==> config.mk <==
export PLATFORM = sky130hd
export DESIGN_NAME = control_unit
export DESIGN_NICKNAME = d
export VERILOG_FILES = /design/src/rtl/proc_pkg.sv /design/src/rtl/pulse_gen.sv /design/src/rtl/control_unit.sv
export SDC_FILE = /design/constraint.sdc
export NUM_CORES = 1
export LEC_CHECK = 0
export CAP_MARGIN = 15
export CORE_MARGIN = 5
export CORE_UTILIZATION = 43
export CTS_BUF_LIST = sky130_fd_sc_hd__clkbuf_4 sky130_fd_sc_hd__clkbuf_8
export CTS_CLUSTER_DIAMETER = 150
export DETAILED_ROUTE_END_ITERATION = 12
export GPL_TIMING_DRIVEN = 0
export PLACE_DENSITY = 0.81
export SKIP_LAST_GASP = 1
export SYNTH_ARGS = -nofsm -noshare
export SYNTH_HDL_FRONTEND = slang
export SYNTH_SLANG_ARGS = --single-unit
==> constraint.sdc <==
create_clock -name CLK -period 1.8 [get_ports CLK]
set_input_delay 0.27 -clock CLK [delete_from_list [all_inputs] [get_ports CLK]]
set_output_delay 0.27 -clock CLK [all_outputs]
set_load 0.05 [all_outputs]
==> src/rtl/proc_pkg.sv <==
// Shared definitions for the 10-bit processor: opcodes, ALU function codes,
// timestep encoding, instruction-word field positions and small decode helpers.
package proc_pkg;

  typedef enum logic [3:0] {
    OP_LOAD = 4'b0000,
    OP_MOV  = 4'b0001,
    OP_ADD  = 4'b0010,
    OP_SUB  = 4'b0011,
    OP_NOT  = 4'b0100,
    OP_AND  = 4'b0101,
    OP_OR   = 4'b0110,
    OP_XOR  = 4'b0111
  } opcode_e;

  typedef enum logic [2:0] {
    ALU_ADD = 3'b000,
    ALU_SUB = 3'b001,
    ALU_NOT = 3'b010,
    ALU_AND = 3'b011,
    ALU_OR  = 3'b100,
    ALU_XOR = 3'b101
  } alu_op_e;

  typedef enum logic [1:0] {
    T0 = 2'd0,
    T1 = 2'd1,
    T2 = 2'd2,
    T3 = 2'd3
  } timestep_e;

  localparam int IR_RX_MSB       = 9;
  localparam int IR_RX_LSB       = 8;
  localparam int IR_RY_MSB       = 7;
  localparam int IR_RY_LSB       = 6;
  localparam int IR_OP_MSB       = 3;
  localparam int IR_OP_LSB       = 0;
  localparam int OP_RESERVED_BIT = 3;

  function automatic logic [3:0] dec2to4(input logic [1:0] sel);
    logic [3:0] res;
    case (sel)
      2'd0:    res = 4'b0001;
      2'd1:    res = 4'b0010;
      2'd2:    res = 4'b0100;
      2'd3:    res = 4'b1000;
      default: res = 4'b0000;
    endcase
    return res;
  endfunction

  function automatic logic [2:0] alu_code(input logic [3:0] op);
    logic [2:0] res;
    case (op)
      OP_ADD:  res = ALU_ADD;
      OP_SUB:  res = ALU_SUB;
      OP_NOT:  res = ALU_NOT;
      OP_AND:  res = ALU_AND;
      OP_OR:   res = ALU_OR;
      OP_XOR:  res = ALU_XOR;
      default: res = ALU_ADD;
    endcase
    return res;
  endfunction

endpackage

==> src/rtl/pulse_gen.sv <==
// EXECUTE rising-edge detector: one-cycle pulse per press, no pulse for a
// button already held high when reset is released.
module pulse_gen (
  input  logic clk,
  input  logic rst_n,
  input  logic level,
  output logic pulse
);

  logic exec_q_r;
  logic armed_r;

  // Delayed copy of the button; arming requires the level to have been seen low once.
  always_ff @(posedge clk or negedge rst_n) begin
    if (!rst_n) begin
      exec_q_r <= 1'b0;
      armed_r  <= 1'b0;
    end else begin
      exec_q_r <= level;
      if (!level) begin
        armed_r <= 1'b1;
      end else begin
        armed_r <= armed_r;
      end
    end
  end

  assign pulse = level & ~exec_q_r & armed_r;

endmodule

==> src/rtl/control_unit.sv <==
// Instruction sequencer: latches IR from DIN, steps TIME through T0..T3 and
// decodes the register/ALU/bus enables for the shared 10-bit BUS.
module control_unit
  import proc_pkg::*;
(
  input  logic       CLK,
  input  logic       CLRb,
  input  logic       EXECUTE,
  input  logic [9:0] DIN,
  output logic [9:0] IR,
  output logic [1:0] TIME,
  output logic       DONE,
  output logic       EXTOUT,
  output logic [3:0] ROUT,
  output logic [3:0] RIN,
  output logic       AIN,
  output logic       GIN,
  output logic       GOUT,
  output logic [2:0] ALUOP
);

  timestep_e  time_r;
  timestep_e  time_nxt_s;
  logic [9:0] ir_r;
  logic [9:0] ir_nxt_s;
  logic       pulse_s;
  logic [1:0] rx_s;
  logic [1:0] ry_s;
  logic [3:0] op_s;
  logic       reserved_s;
  logic       is_alu_s;

  pulse_gen u_pulse_gen (
    .clk   (CLK),
    .rst_n (CLRb),
    .level (EXECUTE),
    .pulse (pulse_s)
  );

  assign rx_s       = ir_r[IR_RX_MSB:IR_RX_LSB];
  assign ry_s       = ir_r[IR_RY_MSB:IR_RY_LSB];
  assign op_s       = ir_r[IR_OP_MSB:IR_OP_LSB];
  assign reserved_s = op_s[OP_RESERVED_BIT];
  assign is_alu_s   = ~reserved_s & (op_s != OP_LOAD) & (op_s != OP_MOV);

  // State register: timestep and instruction register.
  always_ff @(posedge CLK or negedge CLRb) begin
    if (!CLRb) begin
      time_r <= T0;
      ir_r   <= 10'h000;
    end else begin
      time_r <= time_nxt_s;
      ir_r   <= ir_nxt_s;
    end
  end

  // Next-state logic; pulses outside T0 and the LOAD wait are dropped.
  always_comb begin
    time_nxt_s = time_r;
    ir_nxt_s   = ir_r;
    case (time_r)
      T0: begin
        if (pulse_s) begin
          ir_nxt_s   = DIN;
          time_nxt_s = T1;
        end else begin
          time_nxt_s = T0;
        end
      end
      T1: begin
        if (reserved_s || (op_s == OP_MOV)) begin
          time_nxt_s = T0;
        end else if (op_s == OP_LOAD) begin
          time_nxt_s = pulse_s ? T0 : T1;
        end else begin
          time_nxt_s = T2;
        end
      end
      T2:      time_nxt_s = T3;
      T3:      time_nxt_s = T0;
      default: time_nxt_s = T0;
    endcase
  end

  // Output decode; at most one bus driver is enabled in any timestep.
  always_comb begin
    DONE   = 1'b0;
    EXTOUT = 1'b0;
    ROUT   = 4'b0000;
    RIN    = 4'b0000;
    AIN    = 1'b0;
    GIN    = 1'b0;
    GOUT   = 1'b0;
    ALUOP  = 3'b000;
    case (time_r)
      T1: begin
        if (reserved_s) begin
          DONE = 1'b1;
        end else begin
          case (op_s)
            OP_LOAD: begin
              if (pulse_s) begin
                EXTOUT = 1'b1;
                RIN    = dec2to4(rx_s);
                DONE   = 1'b1;
              end else begin
                EXTOUT = 1'b0;
              end
            end
            OP_MOV: begin
              ROUT = dec2to4(ry_s);
              RIN  = dec2to4(rx_s);
              DONE = 1'b1;
            end
            default: begin
              ROUT = dec2to4(rx_s);
              AIN  = 1'b1;
            end
          endcase
        end
      end
      T2: begin
        if (is_alu_s) begin
          GIN   = 1'b1;
          ALUOP = alu_code(op_s);
          ROUT  = (op_s == OP_NOT) ? 4'b0000 : dec2to4(ry_s);
        end else begin
          GIN = 1'b0;
        end
      end
      T3: begin
        if (is_alu_s) begin
          GOUT = 1'b1;
          RIN  = dec2to4(rx_s);
          DONE = 1'b1;
        end else begin
          GOUT = 1'b0;
        end
      end
      default: begin
        DONE = 1'b0;
      end
    endcase
  end

  assign IR   = ir_r;
  assign TIME = time_r;

endmodule

==> impl_metrics.py, run 1 <==
metrics = {
    "sta": {
        "finalSetupTns_ps": -2950,
        "worst-slew-pin-transition_ps": 627,
        "fin_skew_ps": 5.24,
        "holdWs_ps": 305,
        "period_share_pct": 115,
        "finalSetupViolCount": 15,
        "hold_viol": 0,
        "slew_headroom_pct": 58.1,
        "fmax_mhz": 483,
        "layout_min_cycle_time_ps": 2070,
        "slew_violations": 0,
        "rsz0062_at_grt": "yes",
        "worst_slack_ps": -271,
    },
    "global_route": {
        "grt_use_met3_pct": 3.39,
        "grt_pass1_vias": 999,
        "grt_max_degree": 15,
        "antenna_found_initial": 0,
        "gr-max-usage-layer": "met2",
        "gr-total-overflow": 0,
        "grt_usage_pct": 19.5,
        "met2_usage_pct": 33.9,
        "gr-usage-met1_pct": 23.8,
        "grt_pass1_wl_um": 5030,
    },
    "setup_path": {
        "path_cells": "inv_4 -> ha_4 -> nor2b_4 -> nand3_4 -> o32ai_4 -> buf_6",
        "slowest_stage": "dfrtp_2",
        "startpoint_type": "register",
        "critPathKind": "register to output pin",
        "required_ps": 1530,
        "worstPathArrival_ps": 1800,
        "cp_slowest_stage_delay_ps": 460,
        "cp-end-kind": "output pin",
        "worst-path-max-fanout": 4,
    },
    "finish": {
        "num-nets-final": 175,
        "fillers": 80,
        "seqCellArea_um2": 358,
        "final_cells": 184,
        "drive_gt1_share_pct": 65.4,
        "multi_input_area_um2": 821,
        "syn_to_final_growth_pct": 104,
        "num_antenna_cells": 0,
    },
    "cts": {
        "clockRootBuffer": "clkbuf_4",
        "cts_tree": "yes",
        "clockBufferDepth": 2,
        "clkSlewWorstSetupHoldPaths_ps": 80,
        "cts_sinks": 14,
        "insertion_delay_ps": 290,
        "htreeDepth": 1,
        "ctsHoldBuffers": 0,
        "cts_made_buffers": 3,
    },
    "power_and_ir_drop": {
        "p_clk_share_pct": 5.7,
        "p_switching_mw": 2.11,
        "power_per_cell_area_mw_per_mm2": 2020,
        "swShare_pct": 53.2,
        "power_mw": 3.97,
        "peakVddDrop_uv": 1380,
        "power_frac_comb_pct": 74.2,
        "p_int_mw": 1.86,
        "pwr-share-seq_pct": 20.0,
        "p_leak_nw": 0.825,
    },
    "placed_design": {
        "portBuffers": 40,
        "pre_cts_slack_ps": -922,
        "dp_cells": 152,
        "dp_hpwl_um": 1960,
        "gp_congestion": 0.782,
    },
    "yosys": {
        "synth_edf_count": 0,
        "synth_top_area_share_pct": 36.3,
        "ys_async_sr_fraction_pct": 100,
        "synth_seq_cells": 14,
        "avgSynthCellArea_um2": 11.5,
        "synthTopCellsByArea": "dfrtp_1 (36%), mux2_2 (13%), ha_1 (6.5%), o32ai_1 (3.6%), mux2i_1 (3.1%)",
        "ys_seq_area_share_pct": 36.3,
        "synth_warnings": 0,
        "synth_ff_type": "dfrtp_1",
        "synth_top_cell_by_area": "dfrtp_1",
        "synth_area_um2": 965,
        "syn_inst": 84,
        "yosysMostFrequentCell": "dfrtp_1",
        "synth.distinct_cells": 35,
        "synthesis.nets": 102,
        "ys_top_cells_by_count": "dfrtp_1 (14), mux2_2 (11), inv_1 (7)",
    },
    "outcome": {
        "outcome": "finished with violations",
        "failed_checks": "negative setup slack",
    },
    "floorplan": {
        "num_rows": 17,
        "fp.dieW_um": 57.4,
        "io_pins": 41,
        "initial_core_util_pct": 44.5,
        "core_mm2": 0.00217,
        "fp.dieH_um": 57.4,
        "die_area_mm2": 0.00329,
    },
    "detailed_routing": {
        "dr.pass1.iters": 4,
        "drc": 0,
        "wl_um": 3890,
        "antenna_left": 0,
        "viasPerCell": 5.57,
        "drt_iter0_drc": 37,
        "wl_per_cell_um": 21.1,
        "vias": 1024,
    },
    "flow_run": {
        "drv_cap": 0,
    },
    "hold_path": {
        "hold_class": "input port to register",
    },
}
## metal layers
layer | routed length (um) | up-vias
met5 | 0 | -
met4 | 93 | 0
met2 | 2070 | 37
met1 | 1560 | 524
li1 | - | 453
met3 | 172 | 10
## final timing paths
kind	from	end	slack, ps	cells past startpoint
setup / recovery	TIME[0]	ROUT[3]	-270	6
max in group asynchronous	CLRb	IR[0]	990	1
hold reg to reg	IR[4]	IR[4]	520	1
setup reg to reg	u_pulse_gen.armed_r	IR[5]	170	5
hold / removal	EXECUTE	u_pulse_gen.exec_q_r	300	1
min in group asynchronous	CLRb	u_pulse_gen.exec_q_r	370	1
## logic make-up after synthesis
group / count (synthesis) / share of synthesized area, %
simple gates: 29 / 20.9
mux: 15 / 17.1
flops: 14 / 36.3
compound gates: 12 / 15.2
buf+inv: 9 / 4.02
fa+ha+maj: 5 / 6.49
## state kept, by name, indices dropped and copies added (netlist names), named ones only
signal                count
IR                       10
u_pulse_gen.armed_r       1
TIME                      1
u_pulse_gen.exec_q_r      1
## power by group through the flow
| stage | logic [mW] | clock network [mW] | registers, mW |
|---|---|---|---|
| detailed placement | 2.16 | 0 | 0.788 |
| CTS | 2.53 | 0.228 | 0.750 |
| global placement | 2.12 | 0 | 0.764 |
| finish | 2.95 | 0.227 | 0.796 |
| floorplan | 1.11 | 0 | 1.21 |
| global route | 3.08 | 0.252 | 0.814 |
## layout by cell type (no fill, tap or decap), drive strengths merged, types with 2 or more instances in the layout
cell type / instances
clkbuf: 4
nor3b: 2
o32ai: 4
dlygate4sd2: 8
mux2: 12
mux2i: 3
clkdlybuf4s50: 14
a2111oi: 3
inv: 7
ha: 5
and3b: 3
nor2: 4
nand3b: 2
nand3: 3
buf: 46
nand2: 4
dfrtp: 14
nor2b: 3
dlymetal6s2s: 2
## area by class of cell
cell class                 count  share of cell area [%]
buffer                         2                   0.828
clock buffer                   4                    1.85
inverter                       7                    1.59
multi-input combinational     61                    41.8
sequential                    14                    18.2
tap                           28                    1.78
timing repair buffer          68                    33.9
## stage by stage
stage	utilization, %	instance area (um^2)
2_1_floorplan	-	1130
3_3_place_gp	72.2	1570
3_5_place_dp	72.2	1570
4_1_cts	82.8	1800
5_1_grt	90.5	1960
6_report	90.5	1960
## critical path: cells and delay by family (launching register included)
kind	cells	cell delay, ps
compound gates	1	250
fa+ha+maj	1	140
buf+inv	2	300
flops	1	460
simple gates	2	370
## timing repair
item	in CTS	in global routing
pin swaps	13	9
endpoints found under the setup margin	23	18
buffers inserted	16	12
resized for setup	134	21
(Power assumes the default switching activity.)
==> inputs of run 2 (changes only) <==
- CORE_UTILIZATION: 43 -> 42
- CTS_BUF_LIST: sky130_fd_sc_hd__clkbuf_4 sky130_fd_sc_hd__clkbuf_8 -> default
- PLACE_DENSITY: 0.81 -> 0.79
==> run 2 against run 1 <==
  * The flow still finishes with violations (negative setup slack)
  * Cell count shrank 4.3%
  * Clock power is 4% lower
  * Sequential power down 2%
  * Worst hold slack lost 13 ps
  * Critical endpoint unchanged
  * Largest cell class unchanged
==> impl_metrics.py, run 2 (synthesis results as in run 1) <==
metrics = {
    "setup_path": {
        "worst-path-max-fanout": 4,
        "path_cells": "inv_4 -> ha_4 -> nor2b_4 -> nand3_4 -> o32ai_4 -> buf_6",
        "cp_slowest_stage_delay_ps": 450,
        "r2r_cells": 4,
        "cp-end-kind": "output pin",
        "worstPathArrival_ps": 1760,
        "slowest_stage": "dfrtp_2",
        "critPathKind": "register to output pin",
        "startpoint_type": "register",
        "cp_num_cells": 6,
        "required_ps": 1530,
        "path_delay_family": "flip-flops",
        "path_buf_inv": 2,
    },
    "finish": {
        "finalInstanceArea_mm2": 0.00190,
        "largest_register_ffs": 10,
        "fin_util_pct": 86.1,
        "drive_gt1_share_pct": 64.9,
        "syn_to_final_growth_pct": 97.4,
        "fillers": 112,
        "final_cells": 176,
        "layout_common_cells": "buf_6 (15), buf_4 (15), clkdlybuf4s50_1 (14), mux2_2 (12), dfrtp_2 (8)",
        "num_antenna_cells": 0,
        "num-nets-final": 167,
    },
    "sta": {
        "worst-slew-pin-transition_ps": 611,
        "layout_min_cycle_time_ps": 2030,
        "hold_viol": 0,
        "rsz0062_at_grt": "yes",
        "period_share_pct": 113,
        "worst_slack_ps": -230,
        "finalSetupTns_ps": -2020,
        "fin_skew_ps": 0.941,
        "slew_headroom_pct": 59.2,
        "holdWs_ps": 292,
        "fmax_mhz": 493,
        "slew_violations": 0,
        "finalSetupViolCount": 15,
    },
    "detailed_routing": {
        "wl_per_cell_um": 18.1,
        "dr.pass1.iters": 4,
        "vias": 952,
        "drc": 0,
        "drt_iter0_drc": 21,
        "wl_um": 3190,
        "viasPerCell": 5.41,
        "antenna_left": 0,
    },
    "outcome": {
        "outcome": "finished with violations",
        "failed_checks": "negative setup slack",
    },
    "placed_design": {
        "gp_congestion": 0.832,
        "pre_cts_slack_ps": -901,
        "dp_hpwl_um": 1830,
        "postPlaceCellArea_mm2": 0.00157,
        "dp_cells": 152,
        "portBuffers": 40,
    },
    "cts": {
        "ctsHoldBuffers": 0,
        "cts_tree": "yes",
        "clockRootBuffer": "clkbuf_4",
        "cts_sinks": 14,
        "insertion_delay_ps": 270,
        "htreeDepth": 1,
        "clockBufferDepth": 2,
        "clkSlewWorstSetupHoldPaths_ps": 80,
        "cts_made_buffers": 3,
    },
    "floorplan": {
        "fp.dieH_um": 57.9,
        "initial_core_util_pct": 43.6,
        "die_area_mm2": 0.00336,
        "num_rows": 17,
        "io_pins": 41,
        "core_mm2": 0.00221,
        "fp.dieW_um": 57.9,
    },
    "global_route": {
        "grt_pass1_vias": 985,
        "gr-total-overflow": 0,
        "grt_pass1_wl_um": 4480,
        "grt_max_degree": 15,
        "antenna_found_initial": 0,
        "grt_usage_pct": 16.9,
    },
    "hold_path": {
        "hold_class": "input port to register",
        "hold_depth": 1,
    },
    "flow_run": {
        "drv_cap": 0,
    },
    "power_and_ir_drop": {
        "peakVddDrop_uv": 1530,
        "power_mw": 3.77,
        "p_leak_nw": 0.798,
        "power_per_cell_area_mw_per_mm2": 1980,
    },
}
[run 2: worst paths after layout]
kind                                     start                    endpoint  slack [ps]
min in group asynchronous                 CLRb         u_pulse_gen.armed_r         380
setup / recovery                       TIME[0]                     ROUT[3]        -230
setup reg to reg           u_pulse_gen.armed_r                       IR[9]         340
max in group asynchronous                 CLRb  asynchronous set/reset pin         990
hold / removal                         EXECUTE        u_pulse_gen.exec_q_r         290
hold reg to reg                          IR[5]                       IR[5]         510
[run 2: worst register-to-register path, cell delays in order, from the launching register on]
cell and delay, ps:
dfrtp_1 380, and3b_2 230, buf_4 150, nand2_2 210, mux2_2 380
[run 2: report_power, final]
group	leakage [nW]	switching (mW)	total, mW	internal [mW]
Clock	0.0210	0.0942	0.217	0.123
Sequential	0.155	0.312	0.782	0.470
Combinational	0.622	1.59	2.77	1.18
Total	0.798	2.00	3.77	1.77
[run 2: layout make-up]
type                            instances  area (um^2)  area share (%)
Clock buffer                            4         36.3            1.91
Sequential cell                        14          360            18.9
Inverter                                7         31.3            1.64
Timing Repair Buffer                   60          612            32.1
Multi-Input combinational cell         61          807            42.4
Buffer                                  2         22.5            1.18
Tap cell                               28         35.0            1.84
[run 2: what timing repair did]
| item | CTS | global route |
|---|---|---|
| setup endpoints to repair | 23 | 20 |
| pin swaps | 9 | 2 |
| buffers inserted | 13 | 8 |
| resized for setup | 130 | 21 |
[run 2: routing by layer]
layer,GRT usage (%),vias up,wire (um)
met4,4.30,0,41
li1,-,440,-
met2,31.1,24,1710
met1,20.8,482,1320
met3,2.00,6,111
met5,0,-,0
==> inputs of run 3 (changes only) <==
- HOLD_SLACK_MARGIN: default -> 0.06
==> results of run 3 <==
Final layout, timing and power as in run 2 (identical DEF).
